### src/rtl/gemm_tile_controller.sv
// Tile sequencer for the GeMM datapath: walks m/n/k tile loops, drives A/B read addresses,
// MAC valid/clear strobes and C write strobe/address through a three-stage pipeline.
module gemm_tile_controller #(
    parameter int unsigned M             = 4,
    parameter int unsigned N             = 4,
    parameter int unsigned K             = 4,
    parameter int unsigned AddrWidth     = 6,
    parameter int unsigned SizeAddrWidth = 8
) (
    input  logic                     clk_i,
    input  logic                     rst_i,
    input  logic                     start_i,
    input  logic [SizeAddrWidth-1:0] M_size_i,
    input  logic [SizeAddrWidth-1:0] K_size_i,
    input  logic [SizeAddrWidth-1:0] N_size_i,
    output logic [AddrWidth-1:0]     sram_a_addr_o,
    output logic [AddrWidth-1:0]     sram_b_addr_o,
    output logic [AddrWidth-1:0]     sram_c_addr_o,
    output logic                     sram_c_we_o,
    output logic                     mac_valid_o,
    output logic                     mac_clear_o,
    output logic                     busy_o,
    output logic                     done_o
);

    localparam int unsigned LogM = $clog2(M);
    localparam int unsigned LogN = $clog2(N);
    localparam int unsigned LogK = $clog2(K);
    localparam int unsigned SW   = SizeAddrWidth;
    localparam int unsigned AW   = AddrWidth;

    typedef enum logic [1:0] {StIdle, StRun, StDone} state_e;

    state_e        state_q, state_d;
    logic [SW-1:0] mt_q, mt_d, kt_q, kt_d, nt_q, nt_d;
    logic [SW-1:0] m_q, m_d, n_q, n_d, k_q, k_d;
    logic          issuing_q, issuing_d;
    logic [AW-1:0] a_addr_q, a_addr_d, b_addr_q, b_addr_d;
    logic          valid_q, valid_d, clear_q, clear_d, last_q, last_d;
    logic [AW-1:0] c_pend_q, c_pend_d, c_addr_q, c_addr_d;
    logic          we_q, we_d, busy_q, busy_d, done_q, done_d;

    logic [SW-1:0] mt_new, kt_new, nt_new;
    logic [SW-1:0] m_nx, n_nx, k_nx;
    logic          last_k, last_n, last_m, final_issue;

    always_comb begin
        mt_new = M_size_i >> LogM;
        kt_new = K_size_i >> LogK;
        nt_new = N_size_i >> LogN;

        last_k      = (k_q == kt_q - SW'(1));
        last_n      = (n_q == nt_q - SW'(1));
        last_m      = (m_q == mt_q - SW'(1));
        final_issue = issuing_q & last_k & last_n & last_m;

        m_nx = m_q;
        n_nx = n_q;
        k_nx = k_q + SW'(1);
        if (last_k) begin
            k_nx = '0;
            n_nx = n_q + SW'(1);
            if (last_n) begin
                n_nx = '0;
                m_nx = m_q + SW'(1);
            end
        end

        state_d   = state_q;
        mt_d      = mt_q;
        kt_d      = kt_q;
        nt_d      = nt_q;
        m_d       = m_q;
        n_d       = n_q;
        k_d       = k_q;
        issuing_d = issuing_q;
        a_addr_d  = a_addr_q;
        b_addr_d  = b_addr_q;

        // Stage 1 and stage 2 are pure pipeline registers behind the issue stage.
        // Products are formed at AddrWidth, which equals truncating the full-width product.
        valid_d  = issuing_q;
        clear_d  = issuing_q & (k_q == '0);
        last_d   = issuing_q & last_k;
        c_pend_d = AW'(m_q) * AW'(nt_q) + AW'(n_q);
        we_d     = valid_q & last_q;
        c_addr_d = (valid_q & last_q) ? c_pend_q : '0;

        unique case (state_q)
            StIdle: begin
                if (start_i) begin
                    mt_d = mt_new;
                    kt_d = kt_new;
                    nt_d = nt_new;
                    m_d  = '0;
                    n_d  = '0;
                    k_d  = '0;
                    a_addr_d = '0;
                    b_addr_d = '0;
                    if (mt_new == '0 || kt_new == '0 || nt_new == '0) begin
                        state_d = StDone;
                    end else begin
                        state_d   = StRun;
                        issuing_d = 1'b1;
                    end
                end
            end
            StRun: begin
                if (issuing_q) begin
                    m_d = m_nx;
                    n_d = n_nx;
                    k_d = k_nx;
                    if (final_issue) begin
                        issuing_d = 1'b0;
                        a_addr_d  = '0;
                        b_addr_d  = '0;
                    end else begin
                        a_addr_d = AW'(m_nx) * AW'(kt_q) + AW'(k_nx);
                        b_addr_d = AW'(k_nx) * AW'(nt_q) + AW'(n_nx);
                    end
                end else if (!valid_q) begin
                    // Stage 1 empty means the final write is on the outputs this cycle.
                    state_d = StDone;
                end
            end
            StDone: begin
                state_d = StIdle;
            end
            default: begin
                state_d = StIdle;
            end
        endcase

        busy_d = (state_d == StRun);
        done_d = (state_d == StDone);
    end

    always_ff @(posedge clk_i or posedge rst_i) begin
        if (rst_i) begin
            state_q   <= StIdle;
            mt_q      <= '0;
            kt_q      <= '0;
            nt_q      <= '0;
            m_q       <= '0;
            n_q       <= '0;
            k_q       <= '0;
            issuing_q <= 1'b0;
            a_addr_q  <= '0;
            b_addr_q  <= '0;
            valid_q   <= 1'b0;
            clear_q   <= 1'b0;
            last_q    <= 1'b0;
            c_pend_q  <= '0;
            c_addr_q  <= '0;
            we_q      <= 1'b0;
            busy_q    <= 1'b0;
            done_q    <= 1'b0;
        end else begin
            state_q   <= state_d;
            mt_q      <= mt_d;
            kt_q      <= kt_d;
            nt_q      <= nt_d;
            m_q       <= m_d;
            n_q       <= n_d;
            k_q       <= k_d;
            issuing_q <= issuing_d;
            a_addr_q  <= a_addr_d;
            b_addr_q  <= b_addr_d;
            valid_q   <= valid_d;
            clear_q   <= clear_d;
            last_q    <= last_d;
            c_pend_q  <= c_pend_d;
            c_addr_q  <= c_addr_d;
            we_q      <= we_d;
            busy_q    <= busy_d;
            done_q    <= done_d;
        end
    end

    assign sram_a_addr_o = a_addr_q;
    assign sram_b_addr_o = b_addr_q;
    assign sram_c_addr_o = c_addr_q;
    assign sram_c_we_o   = we_q;
    assign mac_valid_o   = valid_q;
    assign mac_clear_o   = clear_q;
    assign busy_o        = busy_q;
    assign done_o        = done_q;

endmodule
### config.mk
export PLATFORM = sky130hd
export DESIGN_NAME = gemm_tile_controller
export DESIGN_NICKNAME = d
export VERILOG_FILES = /design/src/rtl/gemm_tile_controller.sv
export SDC_FILE = /design/constraint.sdc
export NUM_CORES = 1
export LEC_CHECK = 0
export CAP_MARGIN = 20
export CORE_AREA = 5 5 119 121
export DETAILED_ROUTE_END_ITERATION = 12
export DIE_AREA = 0 0 124 126
export PLACE_DENSITY_LB_ADDON = 0.08
export SYNTH_ARGS = -nofsm -noshare
export SYNTH_HDL_FRONTEND = slang
export SYNTH_SLANG_ARGS = --single-unit
export TNS_END_PERCENT = 20
### constraint.sdc
create_clock -name clk_i -period 19.6 [get_ports clk_i]
set_clock_uncertainty 0.05 [all_clocks]
set_input_delay 2.94 -clock clk_i [delete_from_list [all_inputs] [get_ports clk_i]]
set_output_delay 2.94 -clock clk_i [all_outputs]
set_load 0.03 [all_outputs]
==> flow_summary.ini, run 1 <==
[synth]
synthFlopType = dfrtp_1
yosys_warnings = 0
syn_avg_cell_area_um2 = 9.110
synth-seq-area-share_pct = 32.91
postSynthCellCount = 626
ys_ff_latch = 75
syn_area_um2 = 5703
ys_types = 49
synthArstFlopShare_pct = 100.0
synth-edff-count = 0
syn_nets = 720

[finish]
final_nets = 749
area_growth_pct = 16.34
diodes = 0
final_area_um2 = 6635
drive_above_1_share_pct = 6.515
fillers = 1223

[global_route]
antenna_found_initial = 0
first_global_vias = 4472
grt_max_degree = 76
grt_pass1_wl_mm = 22.83
grt_use_total_pct = 18.54
global_route.overflow_total = 0

[critical_path]
crit_top_cell = inv_1
r2r_start = nt_q[0]
crit_type = reg2reg
crit_chain = inv_1 -> ha_1 -> o21ba_2 -> a221oi_1 -> o2111ai_1 -> nor3_1 -> xor2_1 -> nand2_1 -> fa_1 -> inv_1 -> ha_1 -> inv_1 -> fa_1 -> fa_1 -> inv_1 -> ha_1 -> a21oi_1 -> xnor2_1 -> xnor2_1 -> xnor3_1 -> xnor3_1 -> xnor2_1 -> a22o_1
endpoint_kind = flip-flop
cp.arrival_ns = 7.20
path_max_fanout = 15
cp_slowest_cell = dfrtp_1
cp-startpoint = nt_q[0]
cpPeakStageDelay_ns = 0.67
crit_path_end = sram_a_addr_o[5]
r2r_slack_ns = 12.59
start_kind = flip-flop
r2r_cells = 23
critPathRequiredTime_ns = 19.79
timing.rr.end = sram_a_addr_o[5]

[clock_tree]
cts.sinks = 75
cts_root_buf = clkbuf_16
clk_latency_ns = 0.35
cts_tree = yes
cts_setup_buffers = 0
cts_resized = 0
cts_max_path_buffers = 2
clk_pin_slew_ns = 0.06
cts_made_buffers = 9
ctsHoldBuffers = 0
htreeDepth = 3

[worst_hold_path]
hold_path.class = reg2reg

[floorplanning]
start_util_pct = 43.94
rows = 42
ioPinCount = 50
core_um2 = 12980
dieWidth_um = 124
die_y_um = 126
dieArea_um2 = 15620

[run_status]
outcome = finished, final reports clean

[routing]
drc = 0
vias = 4436
drt_iter0_markers = 257
finalWirelength_mm = 13.48
antenna_left = 0
dr.pass1.iters = 5
routedWlPerCell_um = 16.12
viasPerCell = 5.306

[power]
ir_drop_v = 0.00008104
power_per_cell_area_nw_per_um2 = 168.7
power_leakage_nw = 3.019

[sta]
rsz0062_at_grt = false
tightestPinTransition_ns = 0.8738
period_minus_slack_ns = 7.014
min_period_over_period_pct = 35.78
clock.fmax_mhz = 142.6
hold_violations = 0
finalSetupViolCount = 0
maxSlewHeadroom_pct = 41.71
maxSlewViolCount = 0
tns_ns = 0

[placement]
gp_congestion = 0.8700
dpl_cell_area_um2 = 6265
detailed_place_hpwl_mm = 10.02
portBuffers = 43

[flow_run]
cap_violations = 0
-- kinds of logic (layout without fill, tap and decap cells) --
group / Yosys count / after routing / synth area share, %
xor gates and xnor gates: 73 / 73 / 11.69
muxes: 12 / 12 / 2.348
buffers and inverters: 84 / 118 / 5.924
and+or+nand+nor: 215 / 215 / 18.36
adders and majority gates: 67 / 67 / 17.46
DFF: 75 / 75 / 32.91
AOI/OAI and AO/OA: 100 / 100 / 11.30
-- synth_stat cells (all sizes together), types with 7 or more instances --
cell type   n  area share, %
o21ai      44            3.9
and3       18            2.0
xor2       22            3.4
a22o       14            2.2
dfrtp      75             33
xnor2      49            7.5
a21o        7           0.92
nand3      10           0.88
nor3       20            1.8
inv        52            3.4
nand2      85            5.6
fa         21            7.4
buf         8           0.92
mux2       11            2.2
ha         46             10
nor2b       9           0.99
a21oi      12            1.1
and2       13            1.4
clkbuf     24            1.6
nor2       32            2.1
-- critical path, delay by kind of cell (launching register included) --
kind	cells	cell delay (ns)
AND/OR/NAND/NOR	2	0.62
flip-flops	1	0.67
buffers and inverters	4	0.33
XOR/XNOR	6	1.41
adder cells (fa/ha/maj)	6	2.42
AO/OA/AOI/OAI	5	1.41
-- cells in the final DEF (no fill, tap or decap), types with 2 or more instances in the layout --
| cell | netlist | routed |
|---|---|---|
| a211o_1 | 3 | 3 |
| a21o_1 | 7 | 7 |
| a21oi_1 | 12 | 12 |
| a22o_1 | 14 | 14 |
| a31oi_1 | 4 | 4 |
| and2_1 | 12 | 12 |
| and3_1 | 18 | 18 |
| buf_4 | 0 | 6 |
| bufinv_16 | 0 | 3 |
| clkbuf_16 | 0 | 9 |
| clkdlybuf4s50_1 | 0 | 43 |
| dfrtp_1 | 75 | 75 |
| fa_1 | 21 | 21 |
| ha_1 | 46 | 46 |
| inv_1 | 52 | 51 |
| inv_6 | 0 | 2 |
| mux2_2 | 11 | 11 |
| nand2_1 | 85 | 85 |
| nand2b_1 | 5 | 5 |
| nand3_1 | 10 | 10 |
| nand4_1 | 5 | 5 |
| nor2_1 | 32 | 31 |
| nor2b_1 | 9 | 9 |
| nor3_1 | 20 | 20 |
| nor3b_2 | 1 | 2 |
| nor4_1 | 4 | 4 |
| nor4_2 | 2 | 2 |
| o21ai_0 | 43 | 43 |
| o22ai_1 | 3 | 3 |
| o31ai_1 | 2 | 2 |
| o41ai_1 | 4 | 4 |
| or4_1 | 4 | 4 |
| xnor2_1 | 49 | 49 |
| xnor3_1 | 2 | 2 |
| xor2_1 | 22 | 22 |
-- layer usage --
| metal | track usage (%) | wire length (um) | up-vias |
|---|---|---|---|
| met5 | 0 | 0 | - |
| met2 | 30.51 | 6688 | 83 |
| li1 | - | - | 2173 |
| met1 | 24.58 | 6077 | 2164 |
| met3 | 3.722 | 476 | 16 |
| met4 | 5.541 | 233 | 0 |
-- flip-flops by register name, summed over array words and instances, names as in the netlist --
| name | count |
|---|---|
| mt_q | 6 |
| sram_a_addr_o | 6 |
| kt_q | 6 |
| mac_valid_o | 1 |
| n_q | 8 |
| sram_c_we_o | 1 |
| sram_b_addr_o | 6 |
| issuing_q | 1 |
| nt_q | 6 |
| last_q | 1 |
| k_q | 8 |
| m_q | 8 |
| c_pend_q | 6 |
| busy_o | 1 |
| sram_c_addr_o | 6 |
| done_o | 1 |
| state_q | 2 |
| mac_clear_o | 1 |
-- power by group --
group | switching [W] | internal [W]
sequential | 0.0000801 | 0.000209
clock | 0.0000682 | 0.000129
combinational | 0.000338 | 0.000295
-- per-stage QoR --
step | util [%] | power (W) | instances | setup WS (ns) | hold slack (ns)
floorplan | - | 0.0007703 | 626 | 13.30 | 0.3157
global placement | 48.26 | 0.0009110 | 819 | 12.61 | 0.4118
detailed placement | 48.26 | 0.0009314 | 819 | 12.64 | 0.4192
CTS | 50.96 | 0.001136 | 835 | 12.58 | 0.4318
global route | 51.12 | 0.001230 | 836 | 12.17 | 0.4474
finish | 51.12 | 0.001120 | 836 | 12.59 | 0.4216
-- final cells by class --
class | count | area, um2 | area share [%]
multi-input combinational | 467 | 3496 | 52.69
sequential | 75 | 1877 | 28.29
timing repair buffer | 50 | 495.5 | 7.467
clock buffer | 11 | 242.7 | 3.658
tap | 176 | 220.2 | 3.319
inverter | 52 | 196.4 | 2.961
clock inverter | 5 | 107.6 | 1.622
-- worst min path at each step --
stage / start / endpoint / depth (start not counted)
4_1_cts: sram_b_addr_o[5] / sram_b_addr_o[5] / 2
3_3_place_gp: sram_b_addr_o[2] / sram_b_addr_o[2] / 2
6_report: sram_b_addr_o[5] / sram_b_addr_o[5] / 2
3_5_place_dp: sram_b_addr_o[5] / sram_b_addr_o[5] / 2
2_1_floorplan: issuing_q / mac_valid_o / 0
5_1_grt: c_pend_q[4] / sram_c_addr_o[4] / 1
(Power assumes the default switching activity.)
==> run 2: changes to the inputs <==
Clock period 19.6 ns to 6.76 ns, I/O delays scaled along.
==> flow_summary.ini, run 2 (synthesis gave the netlist of run 1 again) <==
[floorplanning]
die_y_um = 126
core_um2 = 12980
dieArea_um2 = 15620
ioPinCount = 50
dieWidth_um = 124
rows = 42
start_util_pct = 43.94

[routing]
finalWirelength_mm = 13.54
antenna_left = 0
dr.pass1.iters = 4
viasPerCell = 5.243
drc = 0
vias = 4441
routedWlPerCell_um = 15.99
drt_iter0_markers = 299

[sta]
maxSlewViolCount = 0
hold_violations = 0
tightestPinTransition_ns = 0.9633
rsz0062_at_grt = false
finalSetupViolCount = 0
tns_ns = 0
clock.fmax_mhz = 157.2
period_minus_slack_ns = 6.362
min_period_over_period_pct = 94.12
maxSlewHeadroom_pct = 35.48

[power]
power_per_cell_area_nw_per_um2 = 476.4
total_power_w = 0.003187
ir_drop_v = 0.0001986
power_leakage_nw = 3.059

[finish]
fillers = 1234
final_cell_mix = nand2_1 (85), dfrtp_1 (74), inv_1 (51)
final_nets = 761
instances_no_fill = 847
layout_commonest_cell = nand2_1
diodes = 0
top_regs = k_q x8, m_q x8, n_q x8
drive_above_1_share_pct = 8.495
area_growth_pct = 17.31

[critical_path]
cp_top_family = adder cells
cpPeakStageDelay_ns = 0.55
timing.rr.end = sram_a_addr_o[5]
cp_slowest_cell = fa_1
crit_chain = inv_1 -> ha_1 -> xor2_1 -> nand2_1 -> a2111o_1 -> nor4_2 -> nand2_1 -> xnor2_2 -> nand2_1 -> fa_1 -> inv_1 -> ha_1 -> inv_1 -> fa_1 -> fa_1 -> inv_1 -> ha_1 -> a21oi_1 -> xnor2_1 -> xnor2_1 -> xnor3_1 -> xnor3_1 -> xnor2_1 -> a22o_1
crit_top_cell = inv_1
crit_type = reg2reg
critPathRequiredTime_ns = 6.94
crit_buf_inv = 4
path_max_fanout = 6
r2r_slack_ns = 0.40
r2r_cells = 24
start_kind = flip-flop
endpoint_kind = flip-flop
cp.arrival_ns = 6.55
r2r_start = kt_q[1]

[worst_hold_path]
hold_path.class = reg2reg
hold-path-endpoint = sram_b_addr_o[5]
hp-start = sram_b_addr_o[5]
worst_hold_path.num_cells = 2

[flow_run]
cap_violations = 0

[clock_tree]
cts.sinks = 75
cts_setup_buffers = 0
cts_root_buf = clkbuf_16
clk_latency_ns = 0.34
clk_pin_slew_ns = 0.06
cts_max_path_buffers = 2
cts_made_buffers = 9
ctsHoldBuffers = 0
htreeDepth = 3
cts_tree = yes

[placement]
portBuffers = 43
gp_congestion = 0.8409
dpl.cell_count = 831
detailed_place_hpwl_mm = 10.10

[global_route]
first_global_vias = 4431
grt_pass1_wl_mm = 22.33
grt_use_total_pct = 18.25
global_route.overflow_total = 0
grt_max_degree = 76
antenna_found_initial = 0

[run_status]
outcome = finished, final reports clean
[run 2: cell count changes in the layout (fill, tap and decap cells not counted), sizes merged]
cell      before  now
buf            7   19
inv           53   51
bufinv         3    1
clkinv         1    3
clkinvlp       0    1
[run 2: worst max path at each step]
stage	from	end	cells after the start
2_1_floorplan	nt_q[0]	sram_a_addr_o[5]	26
3_3_place_gp	kt_q[1]	sram_a_addr_o[5]	24
3_5_place_dp	kt_q[1]	sram_a_addr_o[5]	24
4_1_cts	kt_q[1]	sram_a_addr_o[5]	24
5_1_grt	kt_q[1]	sram_a_addr_o[5]	24
6_report	kt_q[1]	sram_a_addr_o[5]	24
[run 2: routing by layer]
metal,share of wire (%),vias to the layer above,GRT usage (%)
met5,0,-,0
met4,2.1,0,6.637
met3,3.6,21,2.735
met2,49,83,30.35
met1,45,2146,24.01
li1,-,2191,-
[run 2: per-stage QoR]
stage                     util, %  instance area [um2]  setup WS, ns  hold slack, ns
final                       51.54                 6690        0.3977          0.4255
after global routing        51.54                 6690      0.008179          0.4428
after CTS                   51.22                 6649        0.1799          0.4346
after detailed placement    48.96                 6355        0.2218          0.4219
after global placement      48.96                 6355        0.3325          0.4118
after floorplan                 -                 5703        0.4591          0.3157
[run 2: tightest hold or removal path: cells and delay by family (launching register included)]
family | cells | cell delay [ns]
DFF | 1 | 0.34
and+or+nand+nor | 1 | 0.04
AOI/OAI and AO/OA | 1 | 0.06
[run 2: area by class of cell]
| type | instances | area [um2] | share of cell area, % |
|---|---|---|---|
| Tap cell | 176 | 220.2 | 3.292 |
| Clock inverter | 4 | 51.30 | 0.7668 |
| Timing Repair Buffer | 62 | 593.1 | 8.865 |
| Inverter | 52 | 196.4 | 2.936 |
| Clock buffer | 11 | 242.7 | 3.628 |
| Multi-Input combinational cell | 467 | 3508 | 52.44 |
| Sequential cell | 75 | 1878 | 28.07 |
[run 2: where the power goes]
group	switching, W	internal, W	leakage, nW	total, W
clock	0.000193	0.000294	0.142	0.000487
sequential	0.000170	0.000607	0.955	0.000777
combinational	0.00104	0.000886	1.96	0.00192
total	0.00140	0.00179	3.06	0.00319
[run 2: what timing repair did]
action / 4_1_cts / 5_1_grt
endpoints found under the hold margin: 0 / 0
setup endpoints to repair: 0 / 1
resized for setup: 0 / 3
